### config.mk
export PLATFORM = sky130hd
export DESIGN_NAME = scalar_alu_arbiter
export DESIGN_NICKNAME = d
export VERILOG_FILES = /design/src/rtl/scalar_alu_arbiter.sv
export SDC_FILE = /design/constraint.sdc
export NUM_CORES = 1
export LEC_CHECK = 0
export ABC_AREA = 1
export ABC_CLOCK_PERIOD_IN_PS = 8300
export BUFFER_PORTS_ARGS = -buffer_cell sky130_fd_sc_hd__buf_2
export CAP_MARGIN = 25
export CORE_AREA = 4 4 142 144
export CTS_BUF_LIST = sky130_fd_sc_hd__clkbuf_4 sky130_fd_sc_hd__clkbuf_8
export DETAILED_ROUTE_END_ITERATION = 6
export DIE_AREA = 0 0 146 148
export HOLD_SLACK_MARGIN = 0.02
export PLACE_DENSITY = 0.54
export SLEW_MARGIN = 20
export SYNTH_ARGS = -nofsm -noshare
export SYNTH_HDL_FRONTEND = slang
export SYNTH_SLANG_ARGS = --single-unit
export TNS_END_PERCENT = 5
### constraint.sdc
create_clock -name clk -period 8.3 [get_ports clk]
set_clock_uncertainty 0.15 [all_clocks]
set_input_delay 1.66 -clock clk [delete_from_list [all_inputs] [get_ports clk]]
set_output_delay 1.66 -clock clk [all_outputs]
set_load 0.01 [all_outputs]
### src/rtl/scalar_alu_arbiter.sv
// Two-requester round-robin front end for a fixed-latency scalar ALU.
// Registers one issue per cycle and routes results back by tag order.

module scalar_alu_arbiter_lane #(
    parameter int WIDTH = 36,
    parameter int IMM_W = 25
) (
    input  logic [WIDTH-1:0] b,
    input  logic [IMM_W-1:0] imm,
    input  logic             use_imm,
    output logic [WIDTH-1:0] opb
);
    assign opb = use_imm ? {{(WIDTH-IMM_W){imm[IMM_W-1]}}, imm} : b;
endmodule

module scalar_alu_arbiter #(
    parameter int WIDTH   = 36,
    parameter int IMM_W   = 25,
    parameter int ALU_LAT = 2
) (
    input  logic               clk,
    input  logic               rst,
    input  logic [1:0]         req_valid,
    output logic [1:0]         req_ready,
    input  logic [2*WIDTH-1:0] req_a,
    input  logic [2*WIDTH-1:0] req_b,
    input  logic [2*IMM_W-1:0] req_imm,
    input  logic [1:0]         req_use_imm,
    input  logic [7:0]         req_op,
    input  logic               stall,
    output logic               alu_valid,
    output logic [WIDTH-1:0]   alu_a,
    output logic [WIDTH-1:0]   alu_b,
    output logic [3:0]         alu_op,
    input  logic [WIDTH-1:0]   alu_data,
    input  logic [2:0]         alu_flags,
    output logic [1:0]         rsp_valid,
    output logic [WIDTH-1:0]   rsp_data,
    output logic [2:0]         rsp_flags,
    output logic               busy
);
    localparam int NUM_REQ = 2;

    logic [NUM_REQ-1:0][WIDTH-1:0] lane_a, lane_b;
    logic [NUM_REQ-1:0][3:0]       lane_op;

    assign lane_a  = req_a;
    assign lane_op = req_op;

    scalar_alu_arbiter_lane #(.WIDTH(WIDTH), .IMM_W(IMM_W)) u_lane [NUM_REQ-1:0] (
        .b       (req_b),
        .imm     (req_imm),
        .use_imm (req_use_imm),
        .opb     (lane_b)
    );

    // Arbitration: a lone requester always wins, contention goes to rr_ptr.
    logic rr_ptr, gnt, gnt_idx;
    assign gnt       = (|req_valid) & ~stall & ~rst;
    assign gnt_idx   = (&req_valid) ? rr_ptr : req_valid[1];
    assign req_ready = gnt ? (gnt_idx ? 2'b10 : 2'b01) : 2'b00;

    logic alu_own;

    always_ff @(posedge clk or posedge rst) begin
        if (rst) begin
            rr_ptr    <= 1'b0;
            alu_valid <= 1'b0;
            alu_own   <= 1'b0;
            alu_a     <= '0;
            alu_b     <= '0;
            alu_op    <= '0;
        end else begin
            alu_valid <= gnt;
            if (gnt) begin
                rr_ptr  <= ~gnt_idx;
                alu_own <= gnt_idx;
                alu_a   <= lane_a[gnt_idx];
                alu_b   <= lane_b[gnt_idx];
                alu_op  <= lane_op[gnt_idx];
            end
        end
    end

    // Tag pipe: stage 0 is the live issue, stage ALU_LAT lines up with alu_data.
    logic [ALU_LAT-1:0] tag_vld, tag_own;
    logic [ALU_LAT:0]   vld_pipe, own_pipe;
    assign vld_pipe = {tag_vld, alu_valid};
    assign own_pipe = {tag_own, alu_own};

    always_ff @(posedge clk or posedge rst) begin
        if (rst) begin
            tag_vld <= '0;
            tag_own <= '0;
        end else begin
            tag_vld <= vld_pipe[ALU_LAT-1:0];
            tag_own <= own_pipe[ALU_LAT-1:0];
        end
    end

    assign rsp_valid = vld_pipe[ALU_LAT] ? (own_pipe[ALU_LAT] ? 2'b10 : 2'b01) : 2'b00;
    assign rsp_data  = vld_pipe[ALU_LAT] ? alu_data  : '0;
    assign rsp_flags = vld_pipe[ALU_LAT] ? alu_flags : '0;
    assign busy      = |vld_pipe;
endmodule

Yosys cells after proc, flatten, opt, wreduce, memory -nomap -nowiden:

Cells that the tools add are included.

* register bits after elaboration: 83
* input port bits: 248
* output and inout port bits: 121

* magnitude comparators: 1
* multiplexer cells: 15
* bitwise logic cells: 5
* reduce and logical (&&, ||, !) cells: 3

Operator list (count)
* 2-to-1 mux 36 bit: 7
* 2-to-1 mux 2 bit: 4
* 2-to-1 mux 4 bit: 2
* 2-to-1 mux 3 bit: 1
* inverter 1 bit: 3
* OR reduction 3 bit: 1
* AND 1 bit: 2
* < comparator 1 x 2 -> 1 bit (second input constant): 1
* AND reduction 2 bit: 1
* OR reduction 2 bit: 1
* 2-to-1 mux 1 bit: 1

Longest topological paths before layout:

Gate-level depths: netlist (run 1).

* depth after elaboration: 4
* depth in mapped cells: 7

By module:

From an unflattened synthesis (run 1), not the netlist that was laid out.

* cell total of the unflattened synthesis: 751
* area, all modules: 5144.9 µm²

Modules (own cells, without submodules)
* scalar_alu_arbiter: instances 1, cells an instance 541, area an instance 4259.1 µm²
* scalar_alu_arbiter_lane: instances 2, cells an instance 105, area an instance 442.9 µm²

Worst setup path before layout (run 1):

No wires, ideal clock.

* kind: input to output
* start point: input rst
* end point: output req_ready[0]
* arrival time: 3.464 ns
* slack: 3.026 ns
* stages on the path: 6
* cells stage by stage: inv_2 -> nand2_1 -> nor2_4 -> buf_4 -> nand2_1 -> inv_1

* word-level cells in the longest chain between the ends: 3

RTL lines
* start, declared: RTL line 22 `input logic rst,`
* inverter 1 bit: RTL line 59 `assign gnt = (|req_valid) & ~stall & ~rst;`
* AND 1 bit: RTL line 59
* 2-to-1 mux 2 bit: RTL line 61 `assign req_ready = gnt ? (gnt_idx ? 2'b10 : 2'b01) : 2'b00;`
* end, declared: RTL line 24 `output logic [1:0] req_ready,`

Every way passes these cells.

Worst setup path after layout (run 1):

* start point: input req_valid[0]
* end point: output req_ready[1]

* word-level cells in the longest chain between the ends: 4
* elaborated cells on any way between the ends: 7
* those cells by class: mux (3); bitwise (2); reduce/logical (2)

RTL lines
* start, declared: RTL line 23 `input logic [1:0] req_valid,`
* AND reduction 2 bit / OR reduction 2 bit (equally long branches): RTL line 60, 59
* 2-to-1 mux 1 bit / AND 1 bit (equally long branches): RTL line 60, 59
* 2-to-1 mux 2 bit / AND 1 bit (equally long branches): RTL line 61, 59
* 2-to-1 mux 2 bit (*): RTL line 61

Mark *: on every way between the ends. The rest lies on a longest branch, timed or not.

==> flow_summary.json, run 1 <==
{
  "vias_per_cell": 4.66,
  "reg2reg_to": "alu_a[7]$_DFFE_PP0P_",
  "rsz0062_at_grt": "false",
  "p_switching_mw": 0.431,
  "gr-usage-all-layers": 0.192,
  "comb_power_share": 0.316,
  "power.density_nw_per_um2": 171,
  "cts_sinks": 83,
  "fp-row-count": 50,
  "cp-end-kind": "output port",
  "tns_ns": 0,
  "ys_seq_area_frac": 0.420,
  "grt_max_degree": 83,
  "clock_power_share": 0.252,
  "diodes": 0,
  "ys_warn_count": 0,
  "fin_ws_ns": 3.28,
  "relSlewSlack": 0.321,
  "fin_nets": 1317,
  "dieArea_um2": 21600,
  "seq_area_um2": 2080,
  "first_pass_iters": 4,
  "synth_nets": 990,
  "layout_common_cells": "buf_2 (368), nand2_1 (350), nand3_1 (152)",
  "core_um2": 18700,
  "gp_congestion": 0.854,
  "synth-compound-area-share": 0.00380,
  "ant_nets": 0,
  "cts_max_level": 3,
  "worstPathArrival_ns": 3.21,
  "drc": 0,
  "chipHeight_um": 148,
  "r2r.worst_path.cells": 6,
  "antenna_found_initial": 0,
  "wire_per_inst_um": 16.7,
  "synth_top_family_by_area": "simple AND/OR/NAND/NOR gates",
  "cts_resized": 0,
  "final_layout_size_suffix_gt1_frac": 0.373,
  "syn_inst": 742,
  "vias": 6094,
  "dp.final_hpwl_mm": 15.9,
  "ir_drop_uv": 66.5,
  "synth_xor_area_frac": 0,
  "pre_cts_slack_ns": 3.24,
  "io-pin-count": 369,
  "start_util": 0.264,
  "hold_class": "reg2reg",
  "clk_latency_ns": 0.36,
  "synth.distinct_cells": 18,
  "max-cap-violations": 0,
  "status": "complete, no violations",
  "die_x_um": 146,
  "fmax_ghz": 0.199,
  "finalCriticalPeriod_ns": 5.02,
  "ff2ff_setup_slack_ns": 5.79,
  "clk_pin_slew_worst_paths_ns": 0.08,
  "drv_slew": 0,
  "grt_pass1_vias": 5979,
  "numCtsBuffers": 9,
  "rr_startpoint": "rr_ptr$_DFFE_PP0P_",
  "portBuffers": 368,
  "p_sw_frac": 0.357,
  "postCtsHoldBufs": 0,
  "cts_max_path_buffers": 2,
  "postCtsSetupBuffers": 0,
  "netlist_area_um2": 4940,
  "dpl_cell_area_um2": 6870,
  "syn_area_per_cell_um2": 6.66,
  "multi_input_area_um2": 2420,
  "seq_power_share": 0.432,
  "crit_end": "req_ready[1]",
  "overflow": 0,
  "fill_cells": 2076,
  "setup.worst_path.start": "req_valid[0]",
  "crit_fanout": 41,
  "synth_adder_area_share": 0,
  "intPower_mw": 0.776,
  "final_cell_area_um2": 7070,
  "required_ns": 6.49,
  "ys_ff_latch": 83,
  "period_share": 0.605,
  "power_mw": 1.21,
  "synth_simple_gate_area_frac": 0.481,
  "hold_violations": 0,
  "grt_pass1_wl_mm": 32.9,
  "cts_tree": "done",
  "worstSetupPathType": "in2out",
  "syn_to_final_growth_pct": 43.1,
  "final_common_cell": "buf_2",
  "first_iter_violations": 214,
  "p_leak_nw": 4.39,
  "cts-root-buf": "clkbuf_8",
  "cp-start-kind": "input pin",
  "setup_viol": 0,
  "tightestPinTransition_ns": 1.02,
  "wl_mm": 21.9,
  "synthMuxAreaShare": 0
}
==> through the flow <==
stage           util  std cells  hold WS, ns
4_1_cts        0.378       1308        0.223
5_1_grt        0.378       1308        0.233
6_report       0.378       1308        0.214
3_3_place_gp   0.366       1291        0.185
3_5_place_dp   0.367       1292        0.203
2_1_floorplan      -        742        0.181
==> power by group through the flow <==
stage / sequential [mW] / combinational [mW] / clock (mW)
3_5_place_dp: 0.528 / 0.390 / 0
2_1_floorplan: 0.558 / 0.161 / 0
4_1_cts: 0.522 / 0.390 / 0.319
3_3_place_gp: 0.528 / 0.388 / 0
6_report: 0.522 / 0.381 / 0.305
5_1_grt: 0.531 / 0.425 / 0.335
==> metal layers <==
metal | track usage | up-vias | part of all wire
met5 | 0 | - | 0
met4 | 0.0691 | 0 | 0.024
met3 | 0.0592 | 29 | 0.085
met2 | 0.334 | 281 | 0.49
met1 | 0.224 | 2757 | 0.40
li1 | - | 3027 | -
==> how the worst min path moves through the flow <==
stage	startpoint	end	slack, ns	cells past startpoint
final	tag_own[0]$_DFF_PP0_	tag_own[1]$_DFF_PP0_	0.21	0
after detailed placement	tag_own[0]$_DFF_PP0_	tag_own[1]$_DFF_PP0_	0.20	0
after floorplan	tag_own[0]$_DFF_PP0_	tag_own[1]$_DFF_PP0_	0.18	0
after CTS	tag_own[0]$_DFF_PP0_	tag_own[1]$_DFF_PP0_	0.22	0
after global routing	tag_own[0]$_DFF_PP0_	tag_own[1]$_DFF_PP0_	0.23	0
after global placement	tag_own[0]$_DFF_PP0_	tag_own[1]$_DFF_PP0_	0.19	0
==> final cells by class <==
type | count | share of cell area
Tap cell | 234 | 0.0414
Multi-Input combinational cell | 553 | 0.342
Timing Repair Buffer | 375 | 0.269
Clock inverter | 7 | 0.0110
Sequential cell | 83 | 0.294
Clock buffer | 9 | 0.0175
Inverter | 47 | 0.0256
==> flip-flops by register name, summed over array words and instances (netlist names) <==
name and flops:
alu_a 36, alu_own 1, alu_op 4, tag_vld 2, tag_own 2, alu_b 36
rr_ptr 1, alu_valid 1
==> cell families after synthesis <==
| logic type | Yosys count |
|---|---|
| buffers and inverters | 106 |
| DFF | 83 |
| AOI/OAI and AO/OA | 3 |
| and+or+nand+nor | 550 |
==> critical path, stage by stage <==
cell     delay (ns)
buf_2          0.13
nand2_2        0.59
nand2_4        0.11
nor2_4         0.11
buf_4          0.38
buf_2          0.22
==> Yosys cell counts <==
| cell type | instances | area [um^2] |
|---|---|---|
| nor2_1 | 2 | 7.51 |
| buf_4 | 8 | 60.1 |
| nor2_4 | 2 | 22.5 |
| buf_2 | 26 | 130 |
| clkbuf_1 | 24 | 90.1 |
| nand2_2 | 2 | 12.5 |
| inv_1 | 44 | 165 |
| o21ai_1 | 1 | 5.00 |
| o21ai_2 | 1 | 8.76 |
| clkinv_1 | 2 | 7.51 |
| inv_2 | 1 | 3.75 |
| nand2_1 | 350 | 1310 |
| o21ai_0 | 1 | 5.00 |
| buf_6 | 1 | 11.3 |
| dfrtp_1 | 83 | 2080 |
| nand3_1 | 152 | 761 |
| nor2_2 | 2 | 12.5 |
| nand4_1 | 40 | 250 |
Note: power is estimated with default switching activity, not from simulation.
==> run 2, diff against run 1 <==
--- a/config.mk
+++ b/config.mk
@@ -6,7 +6,7 @@
 export NUM_CORES = 1
 export LEC_CHECK = 0
 export ABC_AREA = 1
-export ABC_CLOCK_PERIOD_IN_PS = 8300
+export ABC_CLOCK_PERIOD_IN_PS = 4400
 export BUFFER_PORTS_ARGS = -buffer_cell sky130_fd_sc_hd__buf_2
 export CAP_MARGIN = 25
 export CORE_AREA = 4 4 142 144
@@ -14,7 +14,7 @@
 export DETAILED_ROUTE_END_ITERATION = 6
 export DIE_AREA = 0 0 146 148
 export HOLD_SLACK_MARGIN = 0.02
-export PLACE_DENSITY = 0.54
+export PLACE_DENSITY = 0.56
 export SLEW_MARGIN = 20
 export SYNTH_ARGS = -nofsm -noshare
 export SYNTH_HDL_FRONTEND = slang
==> constraint.sdc (replaced) <==
create_clock -name clk -period 4.4 [get_ports clk]
set_clock_uncertainty 0.15 [all_clocks]
set_input_delay 0.88 -clock clk [delete_from_list [all_inputs] [get_ports clk]]
set_output_delay 0.88 -clock clk [all_outputs]
set_load 0.01 [all_outputs]
==> run 2 against run 1 <==
Against the previous run: sequential cell count stayed put; critical path depth is 1 lower; sequential power is 89% higher; via count is 0.84% higher; routed wire length is 2.7% lower; cell count is 0.31% higher; sequential share of layout area is 0.10 points lower; design area is 0.41% higher; utilization is 0.15 points higher; largest power group unchanged.
==> flow_summary.json, run 2 (synthesized netlist as in run 1, its figures left out) <==
{
  "power_mw": 2.28,
  "ir_drop_uv": 130,
  "ant_nets": 0,
  "start_util": 0.264,
  "ff2ff_setup_slack_ns": 2.47,
  "largest_registers": "alu_a (36), alu_b (36), alu_op (4)",
  "critPathTopFamily": "buffers and inverters",
  "layout_common_cells": "buf_2 (368), nand2_1 (350), nand3_1 (152)",
  "fin_hold_ws_ns": 0.209,
  "required_ns": 3.37,
  "hold_class": "reg2reg",
  "drc": 0,
  "final_layout_size_suffix_gt1_frac": 0.375,
  "dpl.cell_count": 1296,
  "relSlewSlack": 0.413,
  "cts_resized": 0,
  "clk_pin_slew_worst_paths_ns": 0.09,
  "cp-end-kind": "output port",
  "dp.final_hpwl_mm": 15.7,
  "vias_per_cell": 4.68,
  "first_iter_violations": 307,
  "crit_chain": "buf_2 -> nand2_4 -> nand2_1 -> inv_1 -> buf_2",
  "cts_max_level": 3,
  "final_common_cell": "buf_2",
  "fp-row-count": 50,
  "period_share": 0.658,
  "numCtsBuffers": 9,
  "grt_pass1_wl_mm": 32.3,
  "hold_start": "tag_own[0]$_DFF_PP0_",
  "syn_to_final_growth_pct": 43.7,
  "die_x_um": 146,
  "max_stage_delay_ns": 0.35,
  "fin_cells": 1312,
  "r2r.worst_path.cells": 6,
  "cts-root-buf": "clkbuf_8",
  "clk_latency_ns": 0.36,
  "vias": 6145,
  "portBuffers": 368,
  "grt_max_degree": 79,
  "drv_slew": 0,
  "whs_path_depth": 0,
  "cts_tree": "done",
  "postCtsSetupBuffers": 0,
  "final_cell_area_um2": 7100,
  "fmax_ghz": 0.345,
  "dieArea_um2": 21600,
  "worstSetupPathType": "in2out",
  "cts_max_path_buffers": 2,
  "p_leak_nw": 4.40,
  "path_common_cell": "buf_2",
  "fin_nets": 1321,
  "wire_per_inst_um": 16.2,
  "multi_input_area_um2": 2420,
  "hold_violations": 0,
  "first_pass_iters": 4,
  "dpl_cell_area_um2": 6900,
  "power.density_nw_per_um2": 321,
  "overflow": 0,
  "cp-start-kind": "input pin",
  "grt_pass1_vias": 5987,
  "io-pin-count": 369,
  "chipHeight_um": 148,
  "cp_num_buf_inv": 3,
  "cts_sinks": 83,
  "tns_ns": 0,
  "finalCriticalPeriod_ns": 2.90,
  "rr_startpoint": "rr_ptr$_DFFE_PP0P_",
  "status": "complete, no violations",
  "slowest_stage": "buf_2",
  "gp_congestion": 0.874,
  "wl_mm": 21.3,
  "gr-usage-all-layers": 0.189,
  "reg2reg_to": "alu_b[2]$_DFFE_PP0P_",
  "setup_viol": 0,
  "core_um2": 18700,
  "tightestPinTransition_ns": 0.881,
  "diodes": 0,
  "min_to": "tag_own[1]$_DFF_PP0_",
  "worstPathArrival_ns": 1.87,
  "postCtsHoldBufs": 0,
  "seq_area_um2": 2080,
  "antenna_found_initial": 1,
  "rsz0062_at_grt": "false",
  "fill_cells": 2084,
  "crit_fanout": 25,
  "max-cap-violations": 0
}
==> run 2: worst max path at each step <==
stage,start,end,cells past startpoint
finish,req_valid[1],req_ready[0],5
global route,rst,req_ready[0],7
CTS,rst,req_ready[0],7
detailed placement,req_valid[1],req_ready[0],5
global placement,req_valid[1],req_ready[0],5
floorplan,rst,req_ready[0],6
==> run 2: area by class of cell <==
cell class | instances | share of cell area
multi-input combinational | 553 | 0.340
sequential | 83 | 0.293
timing repair buffer | 379 | 0.273
tap | 234 | 0.0412
inverter | 47 | 0.0252
clock buffer | 9 | 0.0174
clock inverter | 7 | 0.0107
==> run 2: report_power, final <==
part / switching (mW) / total (mW) / internal (mW) / leakage, nW
clock: 0.312 / 0.579 / 0.267 / 0.0962
sequential: 0.0823 / 0.985 / 0.902 / 1.02
combinational: 0.420 / 0.718 / 0.298 / 3.28
==> run 2: per-stage QoR <==
step	utilization	setup WS (ns)
global placement	0.369	1.48
detailed placement	0.369	1.49
CTS	0.380	1.48
finish	0.380	1.50
global route	0.380	1.39
floorplan	-	0.686
==> run 2: per-layer routing <==
metal  global-route usage  wire [um]  vias to the layer above
li1                     -          -                     3028
met1                0.221       8470                     2795
met2                0.328      10400                      288
met3               0.0601       1910                       32
met4               0.0640        533                        2
met5                    0         20                        -
==> run 2: worst register-to-register path, cell delays in order, from the launching register on <==
cell and delay (ns):
dfrtp_1 0.37, inv_1 0.08, nand2_2 0.07, nand2_4 0.25
buf_4 0.57, nand3_1 0.24, nand3_1 0.13
==> run 3, diff against run 2 <==
--- a/config.mk
+++ b/config.mk
@@ -6,15 +6,15 @@
 export NUM_CORES = 1
 export LEC_CHECK = 0
 export ABC_AREA = 1
-export ABC_CLOCK_PERIOD_IN_PS = 4400
+export ABC_CLOCK_PERIOD_IN_PS = 2790
 export BUFFER_PORTS_ARGS = -buffer_cell sky130_fd_sc_hd__buf_2
 export CAP_MARGIN = 25
-export CORE_AREA = 4 4 142 144
+export CORE_AREA = 4 4 143 145
 export CTS_BUF_LIST = sky130_fd_sc_hd__clkbuf_4 sky130_fd_sc_hd__clkbuf_8
 export DETAILED_ROUTE_END_ITERATION = 6
-export DIE_AREA = 0 0 146 148
+export DIE_AREA = 0 0 147 149
 export HOLD_SLACK_MARGIN = 0.02
-export PLACE_DENSITY = 0.56
+export PLACE_DENSITY = 0.54
 export SLEW_MARGIN = 20
 export SYNTH_ARGS = -nofsm -noshare
 export SYNTH_HDL_FRONTEND = slang
==> constraint.sdc (replaced) <==
create_clock -name clk -period 2.79 [get_ports clk]
set_clock_uncertainty 0.15 [all_clocks]
set_input_delay 0.558 -clock clk [delete_from_list [all_inputs] [get_ports clk]]
set_output_delay 0.558 -clock clk [all_outputs]
set_load 0.01 [all_outputs]
==> run 3 against run 2 <==
Against the previous run: clock power up 62%; hold slack got worse by 0.015 ns; clock-buffer cell count increased by 1; routed wire length increased by 4.4%; total power rose by 60%; register-to-register slack got worse by 1.4 ns; die area is 1.4% higher; global-route usage is 0.33 points higher; via count is 0.54% higher; critical path depth up 1.
==> flow_summary.json, run 3 (synthesized netlist as in run 1, its figures left out) <==
{
  "cts_max_path_buffers": 2,
  "grt_max_degree": 79,
  "clk_pin_slew_worst_paths_ns": 0.10,
  "rsz0062_at_grt": "false",
  "largest_registers": "alu_a (36), alu_b (36), alu_op (4)",
  "dieArea_um2": 21900,
  "fin_hold_ws_ns": 0.194,
  "postCtsSetupBuffers": 0,
  "cp-start-kind": "register",
  "max-cap-violations": 0,
  "wire_per_inst_um": 16.4,
  "first_pass_iters": 5,
  "ff2ff_setup_slack_ns": 1.08,
  "hold_class": "in2async",
  "fin_nets": 1328,
  "cts_resized": 0,
  "gp_congestion": 0.862,
  "vias_per_cell": 4.57,
  "core_um2": 19200,
  "final_layout_size_suffix_gt1_frac": 0.378,
  "cp-end-kind": "output port",
  "syn_to_final_growth_pct": 46.0,
  "ant_nets": 0,
  "tns_ns": 0,
  "hold_violations": 0,
  "wl_mm": 22.2,
  "fp-row-count": 51,
  "postCtsHoldBufs": 0,
  "setup_viol": 0,
  "start_util": 0.257,
  "worstSetupPathType": "reg2out",
  "status": "complete, no violations",
  "ir_drop_uv": 195,
  "power.density_nw_per_um2": 505,
  "antenna_found_initial": 2,
  "clk_latency_ns": 0.35,
  "io-pin-count": 369,
  "final_common_cell": "buf_2",
  "portBuffers": 368,
  "numCtsBuffers": 9,
  "chipHeight_um": 149,
  "worstPathArrival_ns": 1.53,
  "finalCriticalPeriod_ns": 2.24,
  "die_x_um": 147,
  "fmax_ghz": 0.446,
  "gr-usage-all-layers": 0.192,
  "fin_util": 0.376,
  "drv_slew": 0,
  "cts_sinks": 83,
  "cts_tree": "done",
  "period_share": 0.803,
  "first_iter_violations": 298,
  "grt_pass1_vias": 6074,
  "cts_max_level": 3,
  "grt_pass1_wl_mm": 33.1,
  "p_leak_nw": 4.44,
  "drc": 0,
  "cts-root-buf": "clkbuf_8",
  "overflow": 0,
  "vias": 6178,
  "relSlewSlack": 0.600,
  "dp.final_hpwl_mm": 16.9,
  "required_ns": 2.08,
  "tightestPinTransition_ns": 0.600,
  "layout_common_cells": "buf_2 (368), nand2_1 (350), nand3_1 (152)",
  "crit_fanout": 28
}
==> run 3: cell types whose count changed in the layout (fill, tap and decap cells not counted), sizes merged <==
cell and delta:
clkinv -1, clkbuf +1, diode +1, buf +7
==> run 3: report_power, final <==
group,internal (mW),switching (mW)
Combinational,0.478,0.682
Sequential,1.42,0.122
Clock,0.446,0.490
==> run 3: area by class of cell <==
cell class	instances	area, um^2
Sequential cell	83	2080
Clock inverter	6	71.3
Multi-Input combinational cell	553	2420
Clock buffer	10	138
Fill cell	2125	12000
Tap cell	265	332
Inverter	47	179
Antenna cell	1	2.50
Timing Repair Buffer	386	2000
==> run 3: per-layer routing <==
metal | global-route usage | wire length [um]
met1 | 0.216 | 8540
met2 | 0.345 | 11100
met3 | 0.0556 | 1930
met4 | 0.0708 | 656
met5 | 0 | 8
==> run 3: critical path: stages, from the launching register on <==
cell and delay [ns]:
dfrtp_1 0.37, inv_1 0.12, nand2_2 0.09, nand2_4 0.28, nand2_1 0.12, inv_1 0.06, buf_2 0.14
==> run 3: through the flow <==
stage / total power [mW] / area, um^2 / setup WS [ns] / cells
after floorplan: 2.14 / 4950 / 0.184 / 742
after global routing: 3.89 / 7220 / 0.422 / 1351
final: 3.64 / 7220 / 0.550 / 1351
after global placement: 2.74 / 7010 / 0.706 / 1334
after CTS: 3.72 / 7210 / 0.493 / 1350
after detailed placement: 2.75 / 7010 / 0.696 / 1334
==> run 3: worst paths after layout <==
path,start,cells past startpoint,end
setup / recovery,rr_ptr$_DFFE_PP0P_,6,req_ready[0]
hold / removal,rst,3,alu_op[0]$_DFFE_PP0P_
setup reg to reg,rr_ptr$_DFFE_PP0P_,6,alu_b[32]$_DFFE_PP0P_
hold reg to reg,tag_own[0]$_DFF_PP0_,0,tag_own[1]$_DFF_PP0_
max in group asynchronous,rst,3,tag_vld[0]$_DFF_PP0_
min in group clk,tag_own[0]$_DFF_PP0_,0,tag_own[1]$_DFF_PP0_
